$ cat src/rtl/ntt_stage_sequencer_pkg.sv
// Shared definitions for the NTT stage sequencer: arith-unit opcodes, FSM state
// encoding, default data width and the log_n range check.
package ntt_stage_sequencer_pkg;

  localparam int NTT_DATA_W = 64;

  localparam logic [2:0] NTT_OP_ADD  = 3'd0;
  localparam logic [2:0] NTT_OP_MULT = 3'd1;
  localparam logic [2:0] NTT_OP_SUB  = 3'd2;
  localparam logic [2:0] NTT_OP_BF   = 3'd3;

  typedef enum logic [2:0] {
    ST_IDLE  = 3'd0,
    ST_RUN   = 3'd1,
    ST_DRAIN = 3'd2,
    ST_FIN   = 3'd3,
    ST_ERR   = 3'd4
  } seq_state_t;

  function automatic logic log_n_ok(input logic [3:0] ln, input int max_ln);
    return (ln != 4'd0) && (int'(ln) <= max_ln);
  endfunction

endpackage

$ cat src/rtl/ntt_addr_gen.sv
// Stage/group/j counters for an in-place Cooley-Tukey NTT; j is the innermost
// loop, then group, then stage. Produces butterfly addresses and twiddle index.
module ntt_addr_gen #(
  parameter int ADDR_W = 12
) (
  input  logic              clk,
  input  logic              rst,
  input  logic              clear,
  input  logic              en,
  input  logic [3:0]        log_n,
  output logic [ADDR_W-1:0] a,
  output logic [ADDR_W-1:0] b,
  output logic [ADDR_W-2:0] tw,
  output logic              last_in_stage,
  output logic              last_stage
);

  logic [3:0]        stage;
  logic [ADDR_W-1:0] grp;
  logic [ADDR_W-1:0] j;
  logic [ADDR_W-1:0] m;
  logic [ADDR_W-1:0] last_grp;
  logic [3:0]        tw_sh;
  logic [3:0]        grp_sh;

  // tw_sh = log_n-1-s also gives log2 of the group count in this stage.
  always_comb begin
    m             = ADDR_W'(1) << stage;
    tw_sh         = log_n - 4'd1 - stage;
    grp_sh        = stage + 4'd1;
    last_grp      = (ADDR_W'(1) << tw_sh) - ADDR_W'(1);
    a             = (grp << grp_sh) | j;
    b             = a + m;
    tw            = (ADDR_W-1)'(j << tw_sh);
    last_in_stage = (j == m - ADDR_W'(1)) && (grp == last_grp);
    last_stage    = (stage == log_n - 4'd1);
  end

  always_ff @(posedge clk) begin
    if (rst || clear) begin
      stage <= '0;
      grp   <= '0;
      j     <= '0;
    end else if (en) begin
      if (j == m - ADDR_W'(1)) begin
        j <= '0;
        if (grp == last_grp) begin
          grp   <= '0;
          stage <= stage + 4'd1;
        end else begin
          grp <= grp + ADDR_W'(1);
        end
      end else begin
        j <= j + ADDR_W'(1);
      end
    end
  end

endmodule

$ cat src/rtl/ntt_stage_sequencer.sv
// In-place iterative NTT sequencer: one butterfly per cycle, read -> arith -> write
// over three cycles, 2-cycle drain between stages. Optional cycle counter: NTT_CYCLE_CNT_EN.
import ntt_stage_sequencer_pkg::*;

module ntt_stage_sequencer #(
  parameter int DATA_W    = NTT_DATA_W,
  parameter int LOG_N_MAX = 12,
  parameter int ADDR_W    = 12
) (
  input  logic              clk,
  input  logic              rst,
  input  logic              start,
  input  logic [3:0]        log_n,
  input  logic [DATA_W-1:0] q,
  output logic              busy,
  output logic              done,
  output logic              err,
  output logic [31:0]       cycle_cnt,
  output logic              mem_rd_en,
  output logic [ADDR_W-1:0] mem_rd_addr_a,
  output logic [ADDR_W-1:0] mem_rd_addr_b,
  input  logic [DATA_W-1:0] mem_rd_data_a,
  input  logic [DATA_W-1:0] mem_rd_data_b,
  output logic              mem_wr_en,
  output logic [ADDR_W-1:0] mem_wr_addr_a,
  output logic [ADDR_W-1:0] mem_wr_addr_b,
  output logic [DATA_W-1:0] mem_wr_data_a,
  output logic [DATA_W-1:0] mem_wr_data_b,
  output logic              tw_rd_en,
  output logic [ADDR_W-2:0] tw_rd_addr,
  input  logic [DATA_W-1:0] tw_rd_data,
  output logic [2:0]        au_opcode,
  output logic [DATA_W-1:0] au_op_a,
  output logic [DATA_W-1:0] au_op_b,
  output logic [DATA_W-1:0] au_op_w,
  output logic [DATA_W-1:0] au_op_q,
  input  logic [DATA_W-1:0] au_res_1,
  input  logic [DATA_W-1:0] au_res_2
);

  seq_state_t        state, state_next;
  logic [3:0]        log_n_reg;
  logic [DATA_W-1:0] q_reg;
  logic              err_reg;
  logic              drain_second;
  logic              final_stage;
  logic              p1_valid, p2_valid;
  logic [ADDR_W-1:0] p1_a, p1_b, p2_a, p2_b;
  logic [ADDR_W-1:0] gen_a, gen_b;
  logic [ADDR_W-2:0] gen_tw;
  logic              gen_last_in_stage, gen_last_stage;
  logic              accept, issue;

  // start is a single-cycle request with no ready: it is taken only in IDLE and dropped otherwise.
  assign accept = (state == ST_IDLE) && start;
  assign issue  = (state == ST_RUN);

  ntt_addr_gen #(.ADDR_W(ADDR_W)) u_addr_gen (
    .clk           (clk),
    .rst           (rst),
    .clear         (accept),
    .en            (issue),
    .log_n         (log_n_reg),
    .a             (gen_a),
    .b             (gen_b),
    .tw            (gen_tw),
    .last_in_stage (gen_last_in_stage),
    .last_stage    (gen_last_stage)
  );

  always_ff @(posedge clk) begin
    if (rst) begin
      state        <= ST_IDLE;
      log_n_reg    <= '0;
      q_reg        <= '0;
      err_reg      <= 1'b0;
      drain_second <= 1'b0;
      final_stage  <= 1'b0;
    end else begin
      state        <= state_next;
      drain_second <= (state == ST_DRAIN) && !drain_second;
      if (accept) begin
        log_n_reg <= log_n;
        q_reg     <= q;
        err_reg   <= !log_n_ok(log_n, LOG_N_MAX);
      end
      if (issue && gen_last_in_stage) final_stage <= gen_last_stage;
    end
  end

  always_comb begin
    state_next = state;
    case (state)
      ST_IDLE:  if (start) state_next = log_n_ok(log_n, LOG_N_MAX) ? ST_RUN : ST_ERR;
      ST_RUN:   if (gen_last_in_stage) state_next = ST_DRAIN;
      ST_DRAIN: if (drain_second) state_next = final_stage ? ST_FIN : ST_RUN;
      ST_FIN:   state_next = ST_IDLE;
      ST_ERR:   state_next = ST_IDLE;
      default:  state_next = ST_IDLE;
    endcase
  end

  // Write addresses ride a 2-deep shift register so they line up with au_res_*.
  always_ff @(posedge clk) begin
    if (rst) begin
      p1_valid <= 1'b0;
      p2_valid <= 1'b0;
      p1_a     <= '0;
      p1_b     <= '0;
      p2_a     <= '0;
      p2_b     <= '0;
    end else begin
      p1_valid <= issue;
      p1_a     <= gen_a;
      p1_b     <= gen_b;
      p2_valid <= p1_valid;
      p2_a     <= p1_a;
      p2_b     <= p1_b;
    end
  end

  assign busy          = (state != ST_IDLE);
  assign done          = (state == ST_FIN) || (state == ST_ERR);
  assign err           = err_reg;
  assign mem_rd_en     = issue;
  assign mem_rd_addr_a = issue ? gen_a : '0;
  assign mem_rd_addr_b = issue ? gen_b : '0;
  assign tw_rd_en      = issue;
  assign tw_rd_addr    = issue ? gen_tw : '0;
  assign au_opcode     = NTT_OP_BF;
  assign au_op_a       = p1_valid ? mem_rd_data_a : '0;
  assign au_op_b       = p1_valid ? mem_rd_data_b : '0;
  assign au_op_w       = p1_valid ? tw_rd_data : '0;
  assign au_op_q       = q_reg;
  assign mem_wr_en     = p2_valid;
  assign mem_wr_addr_a = p2_valid ? p2_a : '0;
  assign mem_wr_addr_b = p2_valid ? p2_b : '0;
  assign mem_wr_data_a = p2_valid ? au_res_1 : '0;
  assign mem_wr_data_b = p2_valid ? au_res_2 : '0;

`ifdef NTT_CYCLE_CNT_EN
  logic [31:0] cnt_q;

  always_ff @(posedge clk) begin
    if (rst || accept) begin
      cnt_q <= '0;
    end else if (busy && (cnt_q != 32'hFFFF_FFFF)) begin
      cnt_q <= cnt_q + 32'd1;
    end
  end

  assign cycle_cnt = cnt_q;
`else
  assign cycle_cnt = '0;
`endif

endmodule

$ cat config.mk
export PLATFORM = sky130hd
export DESIGN_NAME = ntt_stage_sequencer
export DESIGN_NICKNAME = d
export VERILOG_FILES = /design/src/rtl/ntt_stage_sequencer_pkg.sv /design/src/rtl/ntt_addr_gen.sv /design/src/rtl/ntt_stage_sequencer.sv
export SDC_FILE = /design/constraint.sdc
export NUM_CORES = 1
export LEC_CHECK = 0
export BUFFER_PORTS_ARGS = -buffer_cell sky130_fd_sc_hd__clkbuf_2
export CAP_MARGIN = 20
export CORE_AREA = 3 3 339 341
export DETAILED_ROUTE_END_ITERATION = 7
export DIE_AREA = 0 0 342 344
export GPL_TIMING_DRIVEN = 0
export PLACE_DENSITY_LB_ADDON = 0.15
export SYNTH_ARGS = -nofsm -noshare
export SYNTH_HDL_FRONTEND = slang
export SYNTH_SLANG_ARGS = --single-unit
$ cat constraint.sdc
create_clock -name clk -period 10.2 [get_ports clk]
set_input_delay 0.51 -clock clk [delete_from_list [all_inputs] [get_ports clk]]
set_output_delay 0.51 -clock clk [all_outputs]
set_load 0.1 [all_outputs]
* Yosys cells after proc, flatten, opt, wreduce, memory -nomap -nowiden *
Index checks and enable logic that the tools add are counted.

word-level totals
  bits in registers = 152
  input port bits = 391
  output and inout port bits = 484

cells by class
  add/subtract/negate cells = 8
  $lt $le $gt $ge = 1
  eq/ne operators = 10
  shift operators = 4
  mux-type cells = 18
  bitwise operators = 1
  reductions and logical operators = 15

operators by type and width
  cell                   number
  $mux 64                5
  $mux 12                6
  $add 12x1->12 const B  2
  $eq 12x12->1           2
  $shl 1x4->12 const A   2
  $add 12x12->12         1
  $mux 3                 4
  $or 12x12->12          1
  $shl 12x4->11          1
  $shl 12x4->12          1
  $sub 12x1->12 const B  1
  $sub 12x2->12 const B  1
  $mux 11                1
  $pmux 3 s3             1
  $eq 3x2->1 const B     2
  $ne 2x2->1 const B     3
  $reduce_and 3->1       2
  $logic_and 1x1->1      5
  $add 4x1->4 const B    1
  $eq 4x4->1             1
  $le 4x4->1 const B     1
  $reduce_bool 4->1      1
  $sub 4x1->4 const B    1
  $sub 4x4->4            1
  8 further kinds        10

* Logic depth before layout (Yosys ltp) *
  word-level depth = 8
  mapped depth = 21
  mapped depth without buffers = 19

* Modules after synthesis *
Synthesis repeated with hierarchy kept, for this count alone.

second synthesis, totals
  cell total of the unflattened synthesis = 1426
  area, all modules = 10777.8 µm²

by module, submodules not included
  module               instances  cells an instance  area each (µm²)  seq. area each (µm²)
  ntt_stage_sequencer  1          891                6780.3           2482.4
  ntt_addr_gen         1          535                3997.6           560.5

* Worst setup path before layout *
OpenSTA, ideal clock, no wires.

  path type = reg-to-output
  from = register u_addr_gen.stage[0]
  to = output mem_rd_addr_b[10]
  arrival time = 5884 ps
  required time = 9690 ps
  setup slack = 3806 ps
  stages on the path, launching flop included = 22
  buffers on the path = 3
  cell sequence = dfxtp_1 inv_1 clkbuf_1 ha_1 clkbuf_1 clkbuf_1 or4_1 nor2_1 nor2_1 inv_1 ha_1 inv_1 fa_1 nor2b_1 o21ai_0 a21boi_0 o21ai_0 a21boi_0 o21ai_0 a21oi_1 nor3_1 nor3_1

between the ends
  longest elaborated chain between the ends = 5
  elaborated cells between the ends (all ways) = 6

ends and longest elaborated chain
  what                      line                        text
  from (decl)               ntt_addr_gen.sv:18          logic [3:0] stage;
  from (signal assigned)    ntt_addr_gen.sv:49          stage <= stage + 4'd1;
  $add 4x1->4               ntt_addr_gen.sv:30          grp_sh = stage + 4'd1;
  net u_addr_gen.grp_sh[0]  ntt_addr_gen.sv:24          logic [3:0] grp_sh;
  $shl 12x4->12             ntt_addr_gen.sv:32          a = (grp << grp_sh) | j;
  $or 12x12->12             ntt_addr_gen.sv:32
  net gen_a[0]              ntt_stage_sequencer.sv:49   logic [ADDR_W-1:0] gen_a, gen_b;
  $add 12x12->12            ntt_addr_gen.sv:33          b = a + m;
  $mux 12                   ntt_stage_sequencer.sv:127  assign mem_rd_addr_b = issue ? gen_b : '0;
  to (decl)                 ntt_stage_sequencer.sv:21   output logic [ADDR_W-1:0] mem_rd_addr_b,

The timed path passes the listed nets, and every way through them passes these cells.

* Worst setup path in the final report *
  from = register u_addr_gen.stage[0]
  to = output mem_rd_addr_b[11]

The elaborated chain is that of the path after synthesis.

==> metrics.md <==
| Metric | Value |
|---|---|
| Status | `finished, final reports clean` |
| Tmin final | `between 7 and 8 ns` |
| Vias in the first global route | `~13000` |
| Post-DP HPWL | `104000 um` |
| DRC viols | `0` |
| Hold WC Path Type | `in2reg` |
| Reg2reg path depth | `16` |
| Worst Setup Start Kind | `flip-flop` |
| CTS tree | `yes` |
| Simple-Gate Fraction of Synth Area | `between 40% and 50%` |
| CP Class | `reg2out` |
| Clock Tree Buf Depth | `2` |
| Worst Setup End Kind | `output port` |
| Max reg flops | `64` |
| Post-route setup slack | `3.04 ns` |
| RePlAce Congestion | `roughly 0.86` |
| Number of synthesized flops with an enable pin | `0` |
| Req. time, crit path | `between 9 and 10 ns` |
| Main combinational cell family by area after synthesis | `simple AND/OR/NAND/NOR gates` |
| Ys flop type | `dfxtp_1` |
| Post-Syn Area | `between 10000 and 15000 um^2` |
| Synth Instances | `1409` |
| First-pass GRT wire length | `approximately 140000 um` |
| Total CTS buffers | `17` |
| NumNets Final | `approximately 2700` |
| Final setup vio count | `0` |
| Grt ovf | `0` |
| Data arrival, critical path | `between 6 and 7 ns` |
| Multiplexer share of the synthesized area | `2.75%` |
| Post-route clock period utilization | `between 70% and 80%` |
| Placement Setup Slack | `3.53 ns` |
| PostCTS Resize Cnt | `0` |
| Worst reg2reg setup slack | `4.42 ns` |
| Register bit total from synthesis | `~150` |
| Initial core utilization | `between 9 and 10%` |
| H-tree Lvls | `4` |
| Final Max Tran Viols | `0` |
| Worst Setup EP | `mem_rd_addr_b[11]` |
| VDD IR-drop max | `between 100 and 150 uV` |
| Max_cap viols | `0` |
| Count of unique library cells instantiated by Yosys | `71` |
| # fillers | `approximately 13000` |
| Root buf cell | `clkbuf_16` |
| # hold bufs at CTS | `0` |
| Slew HR | `between 30% and 40%` |
| Leakage | `between 8 and 9 nW` |
| Clk slew on worst S/H paths | `approximately 0.080 ns` |
| Dominant cells by area after synthesis | `dfxtp_1, and2_1, nand2_1, a21oi_1, nor2_1` |
| Most frequent cells in the layout | `clkbuf_2, and2_1, nand2_1, dfxtp_1` |
| CP Max Fanout | `11` |
| Syn Area/Cell | `7.34 um^2` |
| Die Width | `~340 um` |
| Max Clk Rate | `between 0.1 and 0.15 GHz` |
| DRT iter0 DRCs | `616` |
| Worst slew pin tran | `1.04 ns` |
| Via/cell ratio | `3.42` |
| R2r startpoint | `u_addr_gen.stage[2]$_SDFFE_PP0P_` |
| GRT Util Overall | `a little under a fifth` |
| Sequential element share of the synthesized area | `between 20% and 30%` |
| Final Hold Viols | `0` |
| Area Growth Syn to Fin | `65.9%` |
| WL per Instance | `about 30 um` |
| Most common cell after layout, fill and taps aside | `clkbuf_2` |
| Total die area | `118000 um^2` |
| Postcts setup bufs | `0` |
| RR Endpoint | `state[0]$_SDFFE_PP0P_` |
| Drt pass-1 iters | `4` |
| Die height | `roughly 340 um` |
| I/O Pins | `875` |
| Total core area | `between 100000 and 150000 um^2` |
| TNS Setup | `0 ns` |
| Cell area power density | `around 130 nW/um^2` |
| CTS sink cnt | `~150` |
| RSZ-0062 raised after global routing | `false` |
| Post-synthesis adder-cell area fraction | `around 3.4%` |
| Xor-xnor portion of the synthesized cell area | `~5.7%` |
| Fraction of registers with async set/reset | `0%` |
| Clock skew | `between 0.02 and 0.025 ns` |
| Port bufs | `approximately 840` |
| Post-DRT Antenna Nets | `0` |
| Largest net degree at the start of global routing | `17` |
| Share of the synthesized area in the top cell type | `roughly 30%` |
| Synth warnings | `0` |
| # rows | `around 120` |
| Most area-hungry cell type in the Yosys netlist | `dfxtp_1` |
| Synth Area in Compound Gates | `10.3%` |
| DR vias | `13100` |
| Fraction of layout cells with a size suffix above 1 | `around 41%` |
| Worst Setup SP | `u_addr_gen.stage[0]$_SDFFE_PP0P_` |
| Clk_lat worst skew | `around 0.50 ns` |
| Initial antenna violation count | `around 110` |
| Overall routed net length | `approximately 110000 um` |
| Min Hold Slack | `around 0.22 ns` |
## per-layer routing
layer	GRT usage (%)	part of all wire, %	vias up
li1	-	-	6292
met1	21.9	41	5977
met2	25.6	39	633
met3	16.3	19	153
met4	1.87	0.82	64
met5	0	0.37	-
## synth_stat cells, types with 3 or more instances
master	number
and2_1	352
nand2_1	193
dfxtp_1	152
a21oi_1	102
nor2_1	102
clkbuf_1	93
nor2b_1	43
buf_4	37
inv_1	33
xor2_1	33
o21ai_0	28
xnor2_1	27
ha_1	25
nor3_1	21
mux2i_1	16
nand3_1	14
or3_1	11
nand4_1	10
and3_1	9
a211oi_1	8
nor4_1	7
nand2b_1	6
a21o_1	5
buf_1	5
mux2_2	5
nor3b_1	5
buf_2	4
a21boi_0	3
a22o_1	3
a31oi_1	3
mux4_2	3
## where the power goes
part           switching (mW)  internal, mW  total (mW)
Combinational           0.735         0.170       0.905
Clock                   0.328         0.321       0.650
Sequential             0.0161         0.615       0.631
Total                    1.08          1.11        2.19
## through the flow
step	instance area [um^2]	utilization, %	instances	total power [mW]
after floorplan	10500	-	1442	1.30
after global placement	16500	14.7	3780	1.56
final	17200	15.3	3837	2.19
after CTS	17100	15.2	3812	2.23
after detailed placement	16500	14.7	3780	1.56
after global routing	17100	15.2	3815	2.28
## cell type report
class,count,area [um^2],share of cell area (%)
Antenna cell,25,62.6,0.365
Clock inverter,14,128,0.744
Sequential cell,152,3040,17.7
Inverter,34,128,0.744
Multi-Input combinational cell,1117,6630,38.7
Clock buffer,18,429,2.50
Buffer,139,667,3.89
Tap cell,1500,1880,10.9
Timing Repair Buffer,838,4190,24.4
## cells by family after synthesis
| logic type | after synthesis |
|---|---|
| other | 2 |
| AOI/OAI and AO/OA | 179 |
| xor gates and xnor gates | 64 |
| and+or+nand+nor | 788 |
| buffers and inverters | 173 |
| muxes | 24 |
| DFF | 152 |
| adders and majority gates | 27 |
## how the worst min path moves through the flow
stage | to | slack (ns) | startpoint | cells past startpoint
5_1_grt | au_op_q[13]$_SDFFE_PP0P_ | 0.20 | q[13] | 3
6_report | au_op_q[13]$_SDFFE_PP0P_ | 0.22 | q[13] | 3
3_3_place_gp | p2_a[0]$_SDFF_PP0_ | 0.42 | p1_a[0]$_SDFF_PP0_ | 1
2_1_floorplan | drain_second$_SDFF_PP0_ | 0.41 | drain_second$_SDFF_PP0_ | 1
4_1_cts | au_op_q[13]$_SDFFE_PP0P_ | 0.17 | q[13] | 3
3_5_place_dp | p2_a[4]$_SDFF_PP0_ | 0.42 | p1_a[4]$_SDFF_PP0_ | 1
## critical path, stage by stage, from the launching register on
cell,delay (ns)
dfxtp_1,0.64
inv_1,0.11
clkbuf_1,0.29
ha_1,0.37
clkbuf_1,0.38
clkbuf_1,0.49
nor3b_1,0.17
a21oi_1,0.56
inv_1,0.10
ha_1,0.29
a21o_1,0.18
a21oi_1,0.21
nand2b_1,0.14
a21boi_0,0.11
o22ai_1,0.21
o21ai_0,0.18
o41ai_1,0.70
xnor2_1,0.33
nor2_1,0.21
clkbuf_2,0.49
No activity file was read; power rests on OpenSTA's default activity.
